--- config.mk ---
export PLATFORM = sky130hd
export DESIGN_NAME = core_seq_flat
export DESIGN_NICKNAME = d
export VERILOG_FILES = /design/src/rtl/core_pkg.sv /design/src/rtl/core_seq_if.sv /design/src/rtl/perf_counters.sv /design/src/rtl/core_seq.sv /design/src/flat_wrapper.sv
export SDC_FILE = /design/constraint.sdc
export NUM_CORES = 1
export LEC_CHECK = 0
export ABC_AREA = 0
export BUFFER_PORTS_ARGS = -buffer_cell sky130_fd_sc_hd__clkbuf_2
export CORE_MARGIN = 4
export CORE_UTILIZATION = 53
export DETAILED_ROUTE_END_ITERATION = 7
export GPL_ROUTABILITY_DRIVEN = 0
export HOLD_SLACK_MARGIN = 0.03
export PLACE_DENSITY = 0.89
export SLEW_MARGIN = 20
export SYNTH_ARGS = -nofsm -noshare
export SYNTH_HDL_FRONTEND = slang
export SYNTH_HIERARCHICAL = 1
export SYNTH_SLANG_ARGS = --single-unit
--- constraint.sdc ---
create_clock -name clk -period 3.3 [get_ports clk]
set_input_delay 0.66 -clock clk [delete_from_list [all_inputs] [get_ports clk]]
set_output_delay 0.66 -clock clk [all_outputs]
set_load 0.02 [all_outputs]
--- src/rtl/core_pkg.sv ---
// Shared definitions for the core stage sequencer and the pipeline stages.
// Holds the state encodings, the PC step, the exec-latch bundle and the fault check.
package core_pkg;

    localparam logic [2:0] STATE_FETCH  = 3'd0;
    localparam logic [2:0] STATE_DECODE = 3'd1;
    localparam logic [2:0] STATE_EXEC   = 3'd2;
    localparam logic [2:0] STATE_MEM    = 3'd3;
    localparam logic [2:0] STATE_WB     = 3'd4;
    localparam logic [2:0] STATE_HALT   = 3'd5;

    localparam logic [31:0] PC_INC = 32'd4;

    typedef enum logic [2:0] {
        S_FETCH  = STATE_FETCH,
        S_DECODE = STATE_DECODE,
        S_EXEC   = STATE_EXEC,
        S_MEM    = STATE_MEM,
        S_WB     = STATE_WB,
        S_HALT   = STATE_HALT
    } state_t;

    typedef struct packed {
        logic        branch;
        logic [31:0] branch_addr;
        logic        mem_read;
        logic        mem_write;
        logic        reg_write;
    } exec_lat_t;

    // A load and store at once, or a branch to an unaligned target,
    // cannot be executed and stops the core.
    function automatic logic exec_fault(
        input logic       br,
        input logic [1:0] addr_lo,
        input logic       rd,
        input logic       wr
    );
        return (rd & wr) | (br & (addr_lo != 2'b00));
    endfunction

endpackage

--- src/rtl/core_seq_if.sv ---
// Memory handshake bundle between the sequencer and instruction/data memory.
// master = sequencer side (drives requests); slave = memory side.
interface core_seq_if;

    logic        imem_req;
    logic        imem_valid;
    logic [31:0] imem_rdata;
    logic        dmem_req;
    logic        dmem_we;
    logic        dmem_ready;

    modport master (
        output imem_req,
        input  imem_valid,
        input  imem_rdata,
        output dmem_req,
        output dmem_we,
        input  dmem_ready
    );

    modport slave (
        input  imem_req,
        output imem_valid,
        output imem_rdata,
        input  dmem_req,
        input  dmem_we,
        output dmem_ready
    );

endinterface

--- src/rtl/perf_counters.sv ---
// Cycle and retired-instruction counters, both wrapping at 2^32.
// Ports: clk, rst (sync high), count_en (cycle tick), retire (instr tick),
//        cycle_cnt, instret.
module perf_counters (
    input  logic        clk,
    input  logic        rst,
    input  logic        count_en,
    input  logic        retire,
    output logic [31:0] cycle_cnt,
    output logic [31:0] instret
);

    always_ff @(posedge clk) begin
        if (rst) begin
            cycle_cnt <= '0;
            instret   <= '0;
        end else begin
            if (count_en) begin
                cycle_cnt <= cycle_cnt + 32'd1;
            end
            if (retire) begin
                instret <= instret + 32'd1;
            end
        end
    end

endmodule

--- src/rtl/core_seq.sv ---
// Multi-cycle stage sequencer: owns pc, state code, exec latches and commit.
// Ports: clk, rst (sync high), mem_bus (imem/dmem handshake, master),
//        halt_in (DECODE), branch/branch_addr/mem_*_in/reg_write_in (EXEC),
//        state, pc, instr, reg_we, halted, err, cycle_cnt, instret.
module core_seq
    import core_pkg::*;
#(
    parameter logic [31:0] RESET_PC = 32'd0
) (
    input  logic        clk,
    input  logic        rst,
    core_seq_if.master  mem_bus,
    input  logic        halt_in,
    input  logic        branch,
    input  logic [31:0] branch_addr,
    input  logic        mem_read_in,
    input  logic        mem_write_in,
    input  logic        reg_write_in,
    output logic [2:0]  state,
    output logic [31:0] pc,
    output logic [31:0] instr,
    output logic        reg_we,
    output logic        halted,
    output logic        err,
    output logic [31:0] cycle_cnt,
    output logic [31:0] instret
);

    state_t      state_q;
    state_t      state_d;
    logic [31:0] pc_q;
    logic [31:0] instr_q;
    exec_lat_t   ex_q;
    logic        err_q;
    logic        fault;
    logic        mem_op;
    logic        run;

    assign fault  = exec_fault(branch, branch_addr[1:0],
                               mem_read_in, mem_write_in);
    assign mem_op = mem_read_in | mem_write_in;

    always_comb begin
        state_d = state_q;
        unique case (state_q)
            S_FETCH: begin
                if (mem_bus.imem_valid) begin
                    state_d = S_DECODE;
                end
            end
            S_DECODE: begin
                state_d = halt_in ? S_HALT : S_EXEC;
            end
            S_EXEC: begin
                if (fault) begin
                    state_d = S_HALT;
                end else if (mem_op) begin
                    state_d = S_MEM;
                end else begin
                    state_d = S_WB;
                end
            end
            S_MEM: begin
                if (mem_bus.dmem_ready) begin
                    state_d = S_WB;
                end
            end
            S_WB:    state_d = S_FETCH;
            S_HALT:  state_d = S_HALT;
            default: state_d = S_FETCH;
        endcase
    end

    always_ff @(posedge clk) begin
        if (rst) begin
            state_q <= S_FETCH;
            pc_q    <= RESET_PC;
            instr_q <= '0;
            ex_q    <= '0;
            err_q   <= 1'b0;
        end else begin
            state_q <= state_d;
            if (state_q == S_FETCH && mem_bus.imem_valid) begin
                instr_q <= mem_bus.imem_rdata;
            end
            if (state_q == S_EXEC) begin
                ex_q <= '{
                    branch:      branch,
                    branch_addr: branch_addr,
                    mem_read:    mem_read_in,
                    mem_write:   mem_write_in,
                    reg_write:   reg_write_in
                };
                if (fault) begin
                    err_q <= 1'b1;
                end
            end
            // pc moves only when leaving WB; the add wraps naturally.
            if (state_q == S_WB) begin
                pc_q <= ex_q.branch ? ex_q.branch_addr : pc_q + PC_INC;
            end
        end
    end

    // Strobes are forced low while rst is high so a reset that lands
    // mid-access or in WB never issues a request or a register write.
    assign run = ~rst;

    assign mem_bus.imem_req = run & (state_q == S_FETCH);
    assign mem_bus.dmem_req = run & (state_q == S_MEM)
                            & (ex_q.mem_read | ex_q.mem_write);
    assign mem_bus.dmem_we  = run & (state_q == S_MEM) & ex_q.mem_write;

    assign reg_we = run & (state_q == S_WB) & ex_q.reg_write;
    assign halted = run & (state_q == S_HALT);
    assign state  = state_q;
    assign pc     = pc_q;
    assign instr  = instr_q;
    assign err    = err_q;

    perf_counters u_perf (
        .clk       (clk),
        .rst       (rst),
        .count_en  (state_q != S_HALT),
        .retire    (state_q == S_WB),
        .cycle_cnt (cycle_cnt),
        .instret   (instret)
    );

endmodule

--- src/flat_wrapper.sv ---
// flat-port wrapper written by rule: the top's interface ports become plain ports
module core_seq_flat import core_pkg::*;
#(
    parameter logic [31:0] RESET_PC = 32'd0
)
  (clk, rst, halt_in, branch, branch_addr, mem_read_in, mem_write_in, reg_write_in, state, pc, instr, reg_we, halted, err, cycle_cnt, instret, mem_bus_imem_req, mem_bus_imem_valid, mem_bus_imem_rdata, mem_bus_dmem_req, mem_bus_dmem_we, mem_bus_dmem_ready);
  core_seq_if mem_bus_i ();
  input  logic clk;
  input  logic rst;
  input  logic halt_in;
  input  logic branch;
  input  logic [31:0] branch_addr;
  input  logic mem_read_in;
  input  logic mem_write_in;
  input  logic reg_write_in;
  output logic [2:0] state;
  output logic [31:0] pc;
  output logic [31:0] instr;
  output logic reg_we;
  output logic halted;
  output logic err;
  output logic [31:0] cycle_cnt;
  output logic [31:0] instret;
  output wire logic [$bits(mem_bus_i.imem_req)-1:0] mem_bus_imem_req;
  input wire logic [$bits(mem_bus_i.imem_valid)-1:0] mem_bus_imem_valid;
  input wire logic [$bits(mem_bus_i.imem_rdata)-1:0] mem_bus_imem_rdata;
  output wire logic [$bits(mem_bus_i.dmem_req)-1:0] mem_bus_dmem_req;
  output wire logic [$bits(mem_bus_i.dmem_we)-1:0] mem_bus_dmem_we;
  input wire logic [$bits(mem_bus_i.dmem_ready)-1:0] mem_bus_dmem_ready;
  assign mem_bus_imem_req = mem_bus_i.imem_req;
  assign mem_bus_i.imem_valid = mem_bus_imem_valid;
  assign mem_bus_i.imem_rdata = mem_bus_imem_rdata;
  assign mem_bus_dmem_req = mem_bus_i.dmem_req;
  assign mem_bus_dmem_we = mem_bus_i.dmem_we;
  assign mem_bus_i.dmem_ready = mem_bus_dmem_ready;
  core_seq #(.RESET_PC(RESET_PC)) u_core (.clk(clk), .rst(rst), .mem_bus(mem_bus_i), .halt_in(halt_in), .branch(branch), .branch_addr(branch_addr), .mem_read_in(mem_read_in), .mem_write_in(mem_write_in), .reg_write_in(reg_write_in), .state(state), .pc(pc), .instr(instr), .reg_we(reg_we), .halted(halted), .err(err), .cycle_cnt(cycle_cnt), .instret(instret));
endmodule
-- Word level (Yosys, flattened, before mapping)
Index checks and enable logic that the tools add are counted.
- $add $sub $neg: 3
- multipliers: 0
- div/mod/pow operators: 0
- order comparisons: 0
- equality and inequality tests: 8
- shift-type cells: 0
- multiplexer cells: 7
- bitwise gates (word level): 13
- reduce and logical (&&, ||, !) cells: 5
- operators with widths (kind ; number):
    $add A32 B1 Y32 const B ; 2
    $add A32 B3 Y32 const B ; 1
    $mux W32 ; 1
    $mux W3 ; 5
    $pmux W3 S5 ; 1
    $and A1 B1 Y1 ; 9
    $eq A3 B2 Y1 const B ; 2
    $eq A3 B3 Y1 const B ; 2
    $ne A2 B2 Y1 const B ; 2
    $reduce_and A2 Y1 ; 2
    $eq A3 B1 Y1 const B ; 1
    $logic_not A3 Y1 ; 1
    $ne A3 B3 Y1 const B ; 1
    $or A1 B1 Y1 ; 3
    $reduce_bool A2 Y1 ; 1
    $logic_and A1 B1 Y1 ; 1
    $not A1 Y1 ; 1
- register bits after elaboration: 168
- latch bits: 0
- RAM bits: 0
- bits in read-only memories: 0
- bits of input ports: 73
- output and inout port bits: 137
- logic and storage cells: 47
- memories: 0

-- Depth between registers and ports, before layout
- depth in word-level cells: 5
- gate-level depth with buffers: 12
- mapped depth without buffers: 6

-- Hierarchy
Netlist, hierarchy kept.
- modules (own cells, without submodules) (module ; instances ; cells each ; area each (µm²)):
    core_seq ; 1 ; 619 ; 4636.9
    perf_counters ; 1 ; 354 ; 3019.1

-- Worst setup path after synthesis
Ideal clock, no wire load.
- path kind: register to register
- from: register u_core.state_q[2] (netlist: u_core/state[2])
- to: register u_core.u_perf.instret[22]
- data arrival time: 2911 ps
- data required time: 3230 ps
- setup slack: 318 ps
- stages on the path, launching flop included: 13
- path buffers: 6
- clock period less this slack: 2982 ps
- cell sequence: dfxtp_1 > buf_2 > or3b_1 > clkbuf_1 > inv_2 > buf_1 > buf_2 > and3_1 > clkbuf_1 > nand4_1 > clkbuf_1 > or4_1 > a21oi_1
- cells in the longest elaborated chain, start to end: 1
- RTL lines (item ; RTL line ; RTL):
    from (decl) ; core_seq.sv:29 ; state_t state_q;
    from (signal assigned) ; core_seq.sv:82 ; state_q <= state_d;
    $eq A3 B3 Y1 ; core_seq.sv:125 ; .retire (state_q == S_WB),
    to (signal assigned) ; perf_counters.sv:22 ; instret <= instret + 32'd1;
    to (decl) ; perf_counters.sv:10 ; output logic [31:0] instret
Every way passes these cells.
A chain may end at the register's enable or synchronous reset.

-- Worst setup path in the final report
- from: register u_core.state_q[2] (netlist: u_core/state[2])
- to: output reg_we
- cells in the longest elaborated chain, start to end: 3
- RTL lines (item ; RTL line ; RTL):
    $eq A3 B3 Y1 ; core_seq.sv:114 ; assign reg_we = run & (state_q == S_WB) & ex_q.reg_write;
    $and A1 B1 Y1 (2 in a row) ; core_seq.sv:114 ;
    to (decl) ; flat_wrapper.sv:19 ; output logic reg_we;
Every way passes these cells.

==> impl_metrics.ini <==
[place]
port-buffer-count = 209
detailed_place_hpwl_mm = 14.6
dp_area_sq_um = 8760

[floorplan]
die_height_um = 128
die_width_um = 128
core-area_sq_um = 14000
placementRows = 43
design.die.area_sq_um = 16400
boundaryPins = 210
initial_standard_cell_utilization_of_the_core_pct = 54.7

[clock_network]
holdBufCountCts = 0
cts-buffers-inserted = 17
clock_sinks = 168
tritoncts = yes
clk_pin_slew_ns = 0.07
cts-root-buf = clkbuf_16
cts_max_path_buffers = 2
worst_skew_pair.late_latency_ns = 0.43
htree_num_levels = 4
cts-resized-gates = 0
postCtsSetupRepairBufs = 0

[sta]
maxClockFrequency_ghz = 0.352
rsz0062_at_grt = false
final_max_slew_viol_count = 0
report.final.setup_viol = 0
finalWorstPathRequiredPeriod_ns = 2.84
tightestPinTransition_ns = 0.885
relSlewSlack_pct = 41.0
fin_hold_viols = 0
timing.clock.skew_ns = 0.0117
final_min_period_over_clock_period_pct = 86.1
finalSetupTns_ns = 0

[global_routing]
met2_usage_pct = 39.0
busiest_grt_layer = met2
grt-ovfl-total = 0
number_of_antenna_violations_at_the_first_check_in_global_routing = 0
number_of_global_route_vias_before_repair = 7095
first_pass_grt_wire_length_mm = 34.2
grt_util_all_layers_pct = 25.2
groute.layer.met1.usage_pct = 32.9
grt_util_met3_pct = 7.33
pin_count_of_the_biggest_net_entering_global_routing = 89

[power_and_ir_drop]
power_frac_comb_pct = 12.3
worst_vdd_ir_mv = 0.478
total_power_mw = 4.92
p_seq_share_pct = 45.8
power_per_cell_area_nw_per_um2 = 525
switching_power_mw = 1.33
cell_internal_power_mw = 3.58
power.leakage_nw = 3.58
pwr-share-clk_pct = 41.9
netSwitchingFraction_pct = 27.1

[finish]
post_route_cells_drive_above_1_share_pct = 23.0
nets = 1222
fin_area_sq_um = 9380
layout_common_cells = clkbuf_2, nand2_1, dfxtp_1, a21oi_1, nor2_1
insertedDiodeCount = 0
final_common_cell = clkbuf_2
layout-area-overhead-vs-synth_pct = 22.5

[worst_setup_path]
critical_path_fanout_max = 29
slowest_stage = dfxtp_1
timing.critical_path.cells = or3b_1, inv_2, buf_4, and3_1, clkbuf_2
critPathMaxStageDelay_ns = 0.50
worst-endpoint-arrival_ns = 2.18
setup_crit_path_kind = reg2out
crit_required_ns = 2.64
critical_path_end_type = output port
startpoint_type = register

[detailed_routing]
postRouteAntennaNets = 0
drt-vias-per-instance = 5.84
first_pass_iters = 5
total_wire_length_mm = 21.2
route.detailed.drc = 0
route.detailed.wl_per_inst_um = 15.8
drt_first_iter_violations = 706
vias = 7825

[logic_synthesis]
syn_area_sq_um = 7660
synth_area_per_cell_sq_um = 7.87
synthArstFlopShare_pct = 0
mappedNetlistNets = 1049
syn_inst = 973
synth_edf_count = 0
yosysUniqueCellTypes = 56
synth_register_bits = 168
yosysWarningCount = 6
synth.yosys.seq_area_share_pct = 43.9
ys_dominant_reg_cell = dfxtp_1

[flow_run]
cap_viol_max_count = 0

[run_status]
run_status = finished clean

[worst_hold_path]
hp-class = in2reg
-- worst max-delay path: cells and delay by family (launching register included) --
family                 cells  cell delay [ns]
flip-flops                 1             0.50
AND/OR/NAND/NOR            2             0.64
buffers and inverters      3             0.61
-- layout make-up --
type                    count  area, sq um
well taps                 180          225
clock inverters            13          166
fillers                  1177         4610
repair buffers            220         1130
multi-input cells         726         3990
inverters                  13         48.8
clock buffers              19          453
flip-flops and latches    168         3360
-- flip-flops by register name (all words and copies together) (netlist names) --
| register | cells |
|---|---|
| u_core/u_perf/instret | 32 |
| u_core/pc | 32 |
| u_core/state | 3 |
| u_core/u_perf/cycle_cnt | 32 |
| u_core/err | 1 |
| u_core/ex_q | 36 |
| u_core/instr | 32 |
-- per-layer routing --
metal  wire, um  vias to the layer above
met5          0                        -
met4        484                        0
met3       2010                       35
met2       9870                      358
met1       8820                     3589
li1           -                     3843
-- stage by stage --
| stage | hold WS (ns) | worst slack, ns | util (%) | instances |
|---|---|---|---|---|
| global placement | 0.441 | 0.658 | 62.6 | 1307 |
| detailed placement | 0.446 | 0.547 | 62.6 | 1307 |
| floorplan | 0.432 | 0.318 | - | 973 |
| global route | 0.445 | 0.307 | 67.0 | 1339 |
| finish | 0.445 | 0.460 | 67.0 | 1339 |
| CTS | 0.436 | 0.437 | 67.0 | 1339 |
-- kinds of logic after synthesis --
family / count (synthesis) / share of synthesized area, %
compound gates: 233 / 18.0
xor+xnor: 26 / 2.97
fa+ha+maj: 3 / 0.490
buf+inv: 79 / 4.04
flops: 168 / 43.9
mux: 15 / 2.01
simple gates: 449 / 28.6
-- synthesized netlist by cell type (5+ instances only) --
cell | instances | area (sq um)
or3_1 | 10 | 62.6
nor2b_1 | 7 | 43.8
a22oi_1 | 12 | 90.1
dfxtp_1 | 168 | 3360
and3_1 | 8 | 50.1
and4_1 | 15 | 131
a21oi_1 | 129 | 646
nor4_1 | 6 | 37.5
o21ai_0 | 22 | 110
nand4_1 | 27 | 169
buf_1 | 7 | 26.3
and2_1 | 5 | 31.3
a31oi_1 | 9 | 56.3
nand3_1 | 32 | 160
nand2_1 | 204 | 766
o22ai_1 | 10 | 62.6
xnor2_1 | 14 | 123
xor2_1 | 12 | 105
clkbuf_1 | 49 | 184
inv_1 | 12 | 45.0
buf_2 | 10 | 50.1
mux2i_1 | 12 | 120
nor3_1 | 21 | 105
nor2_1 | 68 | 255
o31ai_1 | 25 | 188
or4_1 | 30 | 225
-- path summary, 6_finish.rpt --
path	cells past startpoint	end	slack, ns	from
setup reg to reg	6	u_core/u_perf/instret[29]	0.54	u_core/state[2]
setup / recovery	5	reg_we	0.46	u_core/state[2]
hold / removal	3	u_core/ex_q[18]	0.44	branch_addr[15]
hold reg to reg	2	u_core/ex_q[29]	0.44	u_core/ex_q[29]
-- power groups by stage --
stage	registers [mW]	logic, mW	clock network [mW]
final	2.25	0.605	2.06
after global routing	2.27	0.672	2.17
after CTS	2.25	0.607	2.09
after detailed placement	2.29	0.604	0
after global placement	2.29	0.592	0
after floorplan	2.36	0.311	0
No activity file was read; power rests on OpenSTA's default activity.
